### src/rtl/vec_pkg.sv
// Shared definitions for the vector load/store sequencer.
package vec_pkg;

  localparam int ELEM_W   = 16;
  localparam int NUM_ELEM = 16;
  localparam int ADDR_W   = 16;
  localparam int VEC_W    = ELEM_W * NUM_ELEM;

  localparam logic [3:0] VLD = 4'b0100;
  localparam logic [3:0] VST = 4'b0101;

  typedef enum logic [1:0] {IDLE, LOAD, STORE, DONE} state_e;

endpackage

### src/rtl/vec_shadow_buf.sv
// Capture buffer for returning load elements: indexed write, full-width parallel read.
module vec_shadow_buf #(
  parameter int ELEM_W   = 16,
  parameter int NUM_ELEM = 16,
  localparam int IDX_W   = $clog2(NUM_ELEM)
) (
  input  logic                         clk,
  input  logic                         rst_n,
  input  logic                         wr_en,
  input  logic [IDX_W-1:0]             wr_idx,
  input  logic [ELEM_W-1:0]            wr_data,
  output logic [ELEM_W*NUM_ELEM-1:0]   rd_all
);

  genvar gi;
  generate
    for (gi = 0; gi < NUM_ELEM; gi++) begin : g_elem
      logic [ELEM_W-1:0] elem_q;
      logic [ELEM_W-1:0] elem_d;

      always_comb begin
        elem_d = elem_q;
        if (wr_en && (wr_idx == IDX_W'(gi))) begin
          elem_d = wr_data;
        end
      end

      always_ff @(posedge clk or negedge rst_n) begin
        if (!rst_n) begin
          elem_q <= '0;
        end else begin
          elem_q <= elem_d;
        end
      end

      assign rd_all[gi*ELEM_W +: ELEM_W] = elem_q;
    end
  endgenerate

endmodule

### src/rtl/vec_mem_seq.sv
// Vector load/store sequencer: moves a NUM_ELEM-element vector over a one-element
// memory port, with independent issue and return sides for loads.
module vec_mem_seq #(
  parameter int ELEM_W   = 16,
  parameter int NUM_ELEM = 16,
  parameter int ADDR_W   = 16
) (
  input  logic                        clk,
  input  logic                        rst_n,
  input  logic                        start,
  input  logic                        is_store,
  input  logic [ADDR_W-1:0]           base_addr,
  input  logic [ELEM_W*NUM_ELEM-1:0]  st_data,
  output logic                        busy,
  output logic                        done,
  output logic [ELEM_W*NUM_ELEM-1:0]  ld_data,
  output logic [ADDR_W-1:0]           mem_addr,
  output logic                        mem_re,
  output logic                        mem_we,
  output logic [ELEM_W-1:0]           mem_wdata,
  input  logic                        mem_rdy,
  input  logic                        mem_rvalid,
  input  logic [ELEM_W-1:0]           mem_rdata
);

  import vec_pkg::*;

  localparam int VEC_BITS = ELEM_W * NUM_ELEM;
  localparam int IDX_W    = $clog2(NUM_ELEM);
  localparam int CNT_W    = $clog2(NUM_ELEM) + 1;
  localparam logic [CNT_W-1:0] CNT_LAST = CNT_W'(NUM_ELEM - 1);
  localparam logic [CNT_W-1:0] CNT_FULL = CNT_W'(NUM_ELEM);

  state_e                state_q, state_d;
  logic [CNT_W-1:0]      issue_q, issue_d;
  logic [CNT_W-1:0]      ret_q, ret_d;
  logic [ADDR_W-1:0]     base_q, base_d;
  logic [VEC_BITS-1:0]   st_q, st_d;
  logic                  busy_q, busy_d;
  logic                  done_q, done_d;
  logic [VEC_BITS-1:0]   ld_q, ld_d;
  logic [ADDR_W-1:0]     addr_q, addr_d;
  logic                  re_q, re_d;
  logic                  we_q, we_d;
  logic [ELEM_W-1:0]     wdata_q, wdata_d;

  logic [CNT_W-1:0]      issue_nxt;
  logic                  issue_last;
  logic                  ret_fire;
  logic [VEC_BITS-1:0]   shadow_all;
  logic [VEC_BITS-1:0]   commit_vec;
  logic [ELEM_W-1:0]     st_elem [NUM_ELEM];

  assign issue_nxt  = issue_q + CNT_W'(1);
  assign issue_last = (issue_q == CNT_LAST);
  assign ret_fire   = (state_q == LOAD) && mem_rvalid && (ret_q < CNT_FULL);

  vec_shadow_buf #(
    .ELEM_W   (ELEM_W),
    .NUM_ELEM (NUM_ELEM)
  ) u_shadow (
    .clk     (clk),
    .rst_n   (rst_n),
    .wr_en   (ret_fire),
    .wr_idx  (ret_q[IDX_W-1:0]),
    .wr_data (mem_rdata),
    .rd_all  (shadow_all)
  );

  // The final element lands in the buffer on the same edge as the commit,
  // so the commit vector folds the in-flight return over the stored copy.
  genvar gi;
  generate
    for (gi = 0; gi < NUM_ELEM; gi++) begin : g_lane
      assign st_elem[gi] = st_q[gi*ELEM_W +: ELEM_W];
      assign commit_vec[gi*ELEM_W +: ELEM_W] =
        (ret_fire && (ret_q[IDX_W-1:0] == IDX_W'(gi))) ? mem_rdata
                                                        : shadow_all[gi*ELEM_W +: ELEM_W];
    end
  endgenerate

  always_comb begin
    state_d = state_q;
    issue_d = issue_q;
    ret_d   = ret_q;
    base_d  = base_q;
    st_d    = st_q;
    busy_d  = busy_q;
    done_d  = 1'b0;
    ld_d    = ld_q;
    addr_d  = addr_q;
    re_d    = re_q;
    we_d    = we_q;
    wdata_d = wdata_q;

    case (state_q)
      IDLE: begin
        if (start) begin
          base_d  = base_addr;
          issue_d = '0;
          ret_d   = '0;
          busy_d  = 1'b1;
          addr_d  = base_addr;
          if (is_store) begin
            st_d    = st_data;
            we_d    = 1'b1;
            wdata_d = st_data[ELEM_W-1:0];
            state_d = STORE;
          end else begin
            re_d    = 1'b1;
            state_d = LOAD;
          end
        end
      end

      STORE: begin
        if (mem_rdy) begin
          issue_d = issue_nxt;
          if (issue_last) begin
            we_d    = 1'b0;
            done_d  = 1'b1;
            state_d = DONE;
          end else begin
            addr_d  = base_q + ADDR_W'(issue_nxt);
            wdata_d = st_elem[issue_nxt[IDX_W-1:0]];
          end
        end
      end

      LOAD: begin
        if ((issue_q < CNT_FULL) && mem_rdy) begin
          issue_d = issue_nxt;
          if (issue_last) begin
            re_d = 1'b0;
          end else begin
            addr_d = base_q + ADDR_W'(issue_nxt);
          end
        end
        if (ret_fire) begin
          ret_d = ret_q + CNT_W'(1);
          if (ret_q == CNT_LAST) begin
            ld_d    = commit_vec;
            done_d  = 1'b1;
            state_d = DONE;
          end
        end
      end

      DONE: begin
        busy_d  = 1'b0;
        state_d = IDLE;
      end

      default: state_d = IDLE;
    endcase
  end

  always_ff @(posedge clk or negedge rst_n) begin
    if (!rst_n) begin
      state_q <= IDLE;
      issue_q <= '0;
      ret_q   <= '0;
      base_q  <= '0;
      st_q    <= '0;
      busy_q  <= 1'b0;
      done_q  <= 1'b0;
      ld_q    <= '0;
      addr_q  <= '0;
      re_q    <= 1'b0;
      we_q    <= 1'b0;
      wdata_q <= '0;
    end else begin
      state_q <= state_d;
      issue_q <= issue_d;
      ret_q   <= ret_d;
      base_q  <= base_d;
      st_q    <= st_d;
      busy_q  <= busy_d;
      done_q  <= done_d;
      ld_q    <= ld_d;
      addr_q  <= addr_d;
      re_q    <= re_d;
      we_q    <= we_d;
      wdata_q <= wdata_d;
    end
  end

  assign busy      = busy_q;
  assign done      = done_q;
  assign ld_data   = ld_q;
  assign mem_addr  = addr_q;
  assign mem_re    = re_q;
  assign mem_we    = we_q;
  assign mem_wdata = wdata_q;

endmodule
### config.mk
export PLATFORM = sky130hd
export DESIGN_NAME = vec_mem_seq
export DESIGN_NICKNAME = d
export VERILOG_FILES = /design/src/rtl/vec_pkg.sv /design/src/rtl/vec_shadow_buf.sv /design/src/rtl/vec_mem_seq.sv
export SDC_FILE = /design/constraint.sdc
export NUM_CORES = 1
export LEC_CHECK = 0
export ABC_AREA = 0
export BUFFER_PORTS_ARGS = -buffer_cell sky130_fd_sc_hd__clkbuf_2
export CORE_AREA = 2 2 343 243
export DETAILED_ROUTE_END_ITERATION = 10
export DIE_AREA = 0 0 345 245
export PLACE_DENSITY = 0.71
export SYNTH_ARGS = -nofsm -noshare
export SYNTH_HDL_FRONTEND = slang
export SYNTH_HIERARCHICAL = 1
export SYNTH_SLANG_ARGS = --single-unit
### constraint.sdc
create_clock -name clk -period 6.1 [get_ports clk]
set_input_delay 0.915 -clock clk [delete_from_list [all_inputs] [get_ports clk]]
set_output_delay 0.915 -clock clk [all_outputs]
set_load 0.01 [all_outputs]
==> impl_metrics.py, run 1 <==
metrics = {
    "outcome": {
        "status": "completed",
    },
    "sta": {
        "skew_ns": 0.0311,
        "worst_pin_slew_ns": 1.44,
        "fin_crit_sh": 0.596,
        "finalCriticalPeriod_ns": 3.63,
        "drv_slew": 0,
        "finalSetupTns_ns": 0,
        "setup_viol_count_final": 0,
        "hold_violations": 0,
        "holdWs_ns": 0.284,
        "fmax_mhz": 275,
        "final.setup.worst_slack_ns": 2.47,
        "rsz0062_at_grt": "false",
        "slew_headroom": 0.0411,
    },
    "placement": {
        "gp_congestion": 0.941,
        "placed_cell_area_mm2": 0.0399,
        "dp_hpwl_um": 71600,
        "port_buffers": 585,
        "place_ws_ns": 2.53,
    },
    "power_and_ir_drop": {
        "power_frac_clock": 0.284,
        "vdd_ir_drop_max_mv": 0.208,
        "p_sw_mw": 5.92,
        "power.share.combinational": 0.277,
        "pwr-share-seq": 0.439,
        "p_per_area_mw_per_mm2": 425,
        "p_sw_frac": 0.327,
        "leakage_nw": 23.1,
        "p_int_mw": 12.2,
        "power_mw": 18.1,
    },
    "logic_synthesis": {
        "netlist_area_mm2": 0.0363,
        "synth.distinct_cells": 59,
        "ys_warn_count": 6,
        "synthArstFlopShare": 1.00,
        "synth_nets": 3582,
        "synth-seq-cells": 832,
        "syn_avg_cell_area_um2": 11.1,
        "synth_flop_cell": "dfrtp_1",
        "synth_top_area_share": 0.574,
        "synth_edf_count": 0,
        "syn_inst": 3269,
        "yosysTopAreaCell": "dfrtp_1",
        "synth.yosys.seq_area_share": 0.574,
        "synthTopCellsByArea": "dfrtp_1 57%, nand2_1 11%, mux2i_1 8.1%, mux2_2 7.5%, mux4_2 4.0%",
    },
    "floorplan": {
        "dieHeight_um": 245,
        "dieArea_mm2": 0.0845,
        "core_area_mm2": 0.0815,
        "rows": 88,
        "io_pins": 586,
        "start_util": 0.445,
        "die_x_um": 345,
    },
    "global_routing": {
        "use_met2": 0.360,
        "grt_antenna_before_repair": 7,
        "use_met3": 0.0487,
        "grt_usage": 0.246,
        "grt_overflow_total": 0,
        "grt_pass1_vias": 25738,
        "grt_busiest_layer": "met1",
        "use_met1": 0.364,
        "grt_start_max_net_pins": 258,
        "grt_pass1_wl_um": 160000,
    },
    "setup_path": {
        "max_stage_delay_ns": 1.09,
        "path_class": "reg2reg",
        "crit_path_end_kind": "register",
        "crit_start": "issue_q[0]$_DFFE_PN0P_",
        "critical_path_arrival_ns": 4.05,
        "required_ns": 6.52,
        "cp_max_fo": 33,
        "r2r_start": "issue_q[0]$_DFFE_PN0P_",
        "cp-start-kind": "register",
        "crit_chain": "ha_4 > and3_1 > ha_1 > nand2b_1 > or3b_1 > nor2b_1 > a221oi_1",
        "crit_slowest_cell": "nor2b_1",
    },
    "drt": {
        "drt_iter0_markers": 2322,
        "drt-pass1-iter-count": 5,
        "vias": 26313,
        "wl_per_cell_um": 21.3,
        "viasPerCell": 5.38,
        "totalWireLength_um": 104000,
        "drc": 0,
        "ant_nets": 0,
    },
    "clock_tree": {
        "cts_setup_buffers": 0,
        "cts_buffer_depth": 3,
        "cts_tree": "yes",
        "postCtsHoldBufs": 0,
        "clk_latency_ns": 0.63,
        "cts_buffers": 82,
        "htree_levels": 3,
        "cts_resized": 0,
        "root_buffer": "clkbuf_16",
        "path_clk_slew_ns": 0.07,
        "cts.sinks": 832,
    },
    "layout": {
        "nets": 4057,
        "syn2layout_area_growth_pct": 17.7,
        "drive_above_1_share": 0.285,
        "most-common-layout-cells": "1071 x nand2_1, 831 x dfrtp_1, 584 x clkbuf_2",
        "mostFrequentLayoutCell": "nand2_1",
        "finalInstanceArea_mm2": 0.0427,
    },
    "job": {
        "cap_violations": 0,
    },
    "worst_hold_path": {
        "holdCritPathClass": "in2async",
    },
}
cell families after synthesis:
kind of cell,after synthesis,synth area share
compound gates,366,0.0551
xor+xnor,12,0.00311
fa+ha+maj,19,0.00676
buf+inv,235,0.0276
flops,832,0.574
mux,628,0.205
simple gates,1177,0.128
per-layer routing:
metal | wire length (um) | vias to the layer above
li1 | - | 11956
met2 | 46100 | 804
met3 | 6670 | 193
met5 | 26 | -
met4 | 3470 | 4
met1 | 47900 | 13356
path summary, 6_finish.rpt:
| path | slack [ns] | to | depth (start not counted) |
|---|---|---|---|
| worst max-delay path | 2.47 | mem_wdata[5]$_DFFE_PN0P_ | 7 |
| worst min-delay path | 0.28 | u_shadow/g_elem[13].elem_q[5]$_DFFE_PN0P_ | 1 |
| worst max register to register | 2.47 | mem_wdata[5]$_DFFE_PN0P_ | 7 |
| worst min register to register | 0.47 | st_q[241]$_DFFE_PN0P_ | 2 |
| max in group asynchronous | 4.31 | st_q[76]$_DFFE_PN0P_ | 2 |
| min in group clk | 0.47 | st_q[241]$_DFFE_PN0P_ | 2 |
flip-flops by register name (all words and copies together) (netlist names):
| name | count |
|---|---|
| ld_data | 256 |
| st_q | 256 |
| u_shadow/g_elem.elem_q | 256 |
| base_q | 16 |
| mem_addr | 16 |
| mem_wdata | 16 |
| issue_q | 5 |
| ret_q | 5 |
| state_q | 2 |
| busy | 1 |
| done | 1 |
| mem_re | 1 |
| mem_we | 1 |
per-stage QoR:
step | std cells | util
after global routing | 4893 | 0.524
after floorplan | 3269 | -
after global placement | 4740 | 0.490
final | 4894 | 0.524
after CTS | 4888 | 0.524
after detailed placement | 4740 | 0.490
power groups by stage:
stage               Sequential, mW  Clock [mW]  Combinational [mW]
floorplan                     7.69           0                3.53
global route                  8.13        5.49                5.51
finish                        7.96        5.15                5.02
CTS                           7.93        5.26                4.99
global placement              7.98           0                4.83
detailed placement            8.02           0                4.95
critical path: cells and delay by family, from the launching register on:
family	cells	cell delay (ns)
flops	1	0.73
compound gates	1	0.27
fa+ha+maj	2	0.56
simple gates	4	1.84
layout make-up:
cell class | count | area (um^2)
flip-flops and latches | 832 | 20800
multi-input cells | 2202 | 14500
clock inverters | 29 | 288
clock buffers | 119 | 2450
diodes | 6 | 15.0
repair buffers | 612 | 3220
inverters | 14 | 52.6
fillers | 7166 | 38800
well taps | 1080 | 1350
synthesized netlist by cell type, types with 2 or more instances:
master / n
o22ai_1: 2
o21ai_1: 45
or3_1: 5
ha_1: 18
nand2_2: 16
nor2_2: 5
nand2_1: 1071
nand3b_1: 3
buf_6: 3
nor2b_1: 6
nor2_1: 32
buf_1: 10
nand3_1: 10
a31oi_1: 3
a221oi_1: 17
nand2b_1: 9
dfrtp_1: 832
buf_2: 61
a22o_1: 2
o21ai_0: 259
mux2_2: 242
buf_4: 5
a22oi_1: 6
inv_1: 14
nor3b_4: 2
xor2_1: 10
clkbuf_1: 142
o31ai_1: 3
mux4_2: 64
mux2_1: 30
a21o_1: 7
a21oi_1: 8
nor3b_1: 2
and3_1: 7
o21a_1: 2
a211oi_1: 2
mux2i_1: 292
Note: power is estimated with default switching activity, not from simulation.
==> run 2: changes to the inputs <==
==> constraint.sdc (replaced) <==
create_clock -name clk -period 3.7 [get_ports clk]
set_input_delay 0.555 -clock clk [delete_from_list [all_inputs] [get_ports clk]]
set_output_delay 0.555 -clock clk [all_outputs]
set_load 0.01 [all_outputs]
==> run 2 against run 1 <==
  * Critical path depth is 1 higher
  * Wire length increased by 1.6%
  * Combinational power is 70% higher
  * First-iteration DRC count fell by 1.5%
  * Cell count rose by 0.69%
  * Count of clock-buffer cells in the layout is 1 higher
  * Clock skew shrank 0.0067 ns
  * Power is 67% higher
  * Setup slack got worse by 1.6 ns
  * Global-route usage grew 0.48 points
  * Via count rose by 0.60%
  * Largest cell class unchanged
  * Largest power group unchanged
  * Highest routed layer unchanged
==> impl_metrics.py, run 2 (synthesis gave the netlist of run 1 again) <==
metrics = {
    "global_routing": {
        "grt_start_max_net_pins": 183,
        "grt_pass1_vias": 26347,
        "grt_pass1_wl_um": 163000,
        "grt_usage": 0.251,
        "grt_overflow_total": 0,
        "grt_antenna_before_repair": 14,
    },
    "setup_path": {
        "required_ns": 4.20,
        "path_common_cell": "ha_1",
        "r2r_start": "ret_q[1]$_DFFE_PN0P_",
        "critical_path_arrival_ns": 3.35,
        "crit_chain": "ha_1 > and3_1 > ha_1 > nand4b_1 > buf_12 > buf_4 > nand2_1 > o21ai_0",
        "max_stage_delay_ns": 0.57,
        "path_class": "reg2reg",
        "rr_endpoint": "ld_data[133]$_DFFE_PN0P_",
        "reg2reg_depth": 8,
        "cp_max_fo": 84,
        "crit_start": "ret_q[1]$_DFFE_PN0P_",
        "crit_path_end_kind": "register",
        "critPathCapture": "ld_data[133]$_DFFE_PN0P_",
        "r2r_slack_ns": 0.84,
        "crit_slowest_cell": "dfrtp_1",
        "cp-start-kind": "register",
    },
    "drt": {
        "vias": 26472,
        "viasPerCell": 5.37,
        "ant_nets": 0,
        "wl_per_cell_um": 21.5,
        "totalWireLength_um": 106000,
        "drt-pass1-iter-count": 5,
        "drc": 0,
        "drt_iter0_markers": 2288,
    },
    "clock_tree": {
        "cts.sinks": 832,
        "cts_buffer_depth": 3,
        "htree_levels": 3,
        "cts_tree": "yes",
        "cts_setup_buffers": 0,
        "clk_latency_ns": 0.64,
        "cts_buffers": 82,
        "root_buffer": "clkbuf_16",
        "cts_resized": 0,
        "path_clk_slew_ns": 0.06,
    },
    "sta": {
        "finalSetupTns_ns": 0,
        "fin_crit_sh": 0.772,
        "worst_pin_slew_ns": 1.04,
        "drv_slew": 0,
        "slew_headroom": 0.305,
        "hold_violations": 0,
        "setup_viol_count_final": 0,
        "rsz0062_at_grt": "false",
        "finalCriticalPeriod_ns": 2.86,
        "skew_ns": 0.0244,
        "fmax_mhz": 350,
    },
    "layout": {
        "fill_cells": 7146,
        "finalInstanceArea_mm2": 0.0431,
        "syn2layout_area_growth_pct": 18.9,
        "drive_above_1_share": 0.288,
        "most-common-layout-cells": "1071 x nand2_1, 831 x dfrtp_1, 584 x clkbuf_2",
        "nets": 4086,
        "mostFrequentLayoutCell": "nand2_1",
    },
    "floorplan": {
        "rows": 88,
        "start_util": 0.445,
        "dieArea_mm2": 0.0845,
        "io_pins": 586,
        "die_x_um": 345,
        "core_area_mm2": 0.0815,
        "dieHeight_um": 245,
    },
    "worst_hold_path": {
        "holdCritPathClass": "in2reg",
        "worstHoldStart": "st_data[179]",
    },
    "power_and_ir_drop": {
        "vdd_ir_drop_max_mv": 0.378,
        "leakage_nw": 23.3,
        "p_per_area_mw_per_mm2": 701,
        "power_mw": 30.2,
    },
    "job": {
        "cap_violations": 0,
    },
    "placement": {
        "placed_cell_area_mm2": 0.0403,
        "dp_hpwl_um": 73600,
        "gp_congestion": 0.934,
        "port_buffers": 585,
    },
    "outcome": {
        "status": "completed",
    },
}
## run 2: cell count changes in the layout (fill, tap and decap cells not counted), sizes merged, moves of 3 or more
cell / change
buf: +28
bufinv: +3
clkinv: -5
diode: +6
## run 2: worst min-delay path by stage
stage	slack, ns	cells past startpoint	end
floorplan	0.26	0	base_q[0]$_DFFE_PN0P_
global placement	0.45	2	st_q[122]$_DFFE_PN0P_
detailed placement	0.46	2	st_q[228]$_DFFE_PN0P_
CTS	0.06	3	st_q[60]$_DFFE_PN0P_
global route	0.08	3	st_q[179]$_DFFE_PN0P_
finish	0.11	3	st_q[179]$_DFFE_PN0P_
## run 2: timing repair
item                                   4_1_cts  5_1_grt
setup endpoints to repair                    0        0
endpoints found under the hold margin       53        0
hold buffers                                 1        0
## run 2: per-stage QoR
stage          std cells  utilization  setup WS, ns  hold WS, ns
2_1_floorplan       3269            -          1.09        0.259
3_3_place_gp        4768        0.494         0.961        0.453
3_5_place_dp        4768        0.494         0.855        0.459
4_1_cts             4916        0.529         0.825       0.0623
5_1_grt             4926        0.529         0.561       0.0815
6_report            4928        0.529         0.842        0.106
## run 2: layout make-up
type,instances,area (um^2),share of cell area
Multi-Input combinational cell,2202,14500,0.336
Clock buffer,120,2370,0.0551
Inverter,14,52.6,0.00122
Antenna cell,12,30.0,0.000697
Tap cell,1080,1350,0.0314
Sequential cell,832,20800,0.483
Timing Repair Buffer,641,3590,0.0832
Clock inverter,27,399,0.00926
## run 2: critical path: cells and delay by family, from the launching register on
kind / cells / cell delay (ns)
buffers and inverters: 2 / 0.67
AO/OA/AOI/OAI: 1 / 0.08
flip-flops: 1 / 0.57
AND/OR/NAND/NOR: 3 / 0.72
adder cells (fa/ha/maj): 2 / 0.57
## run 2: layer usage
layer,share of wire,vias to the layer above,GRT usage
li1,-,12038,-
met1,0.46,13461,0.367
met2,0.45,802,0.378
met3,0.064,169,0.0501
met4,0.027,2,0.0759
met5,0.000066,-,0
## run 2: where the power goes
| group | leakage (nW) | switching [mW] | internal (mW) |
|---|---|---|---|
| Clock | 1.35 | 3.72 | 4.93 |
| Sequential | 11.0 | 1.51 | 11.5 |
| Combinational | 11.0 | 4.71 | 3.83 |
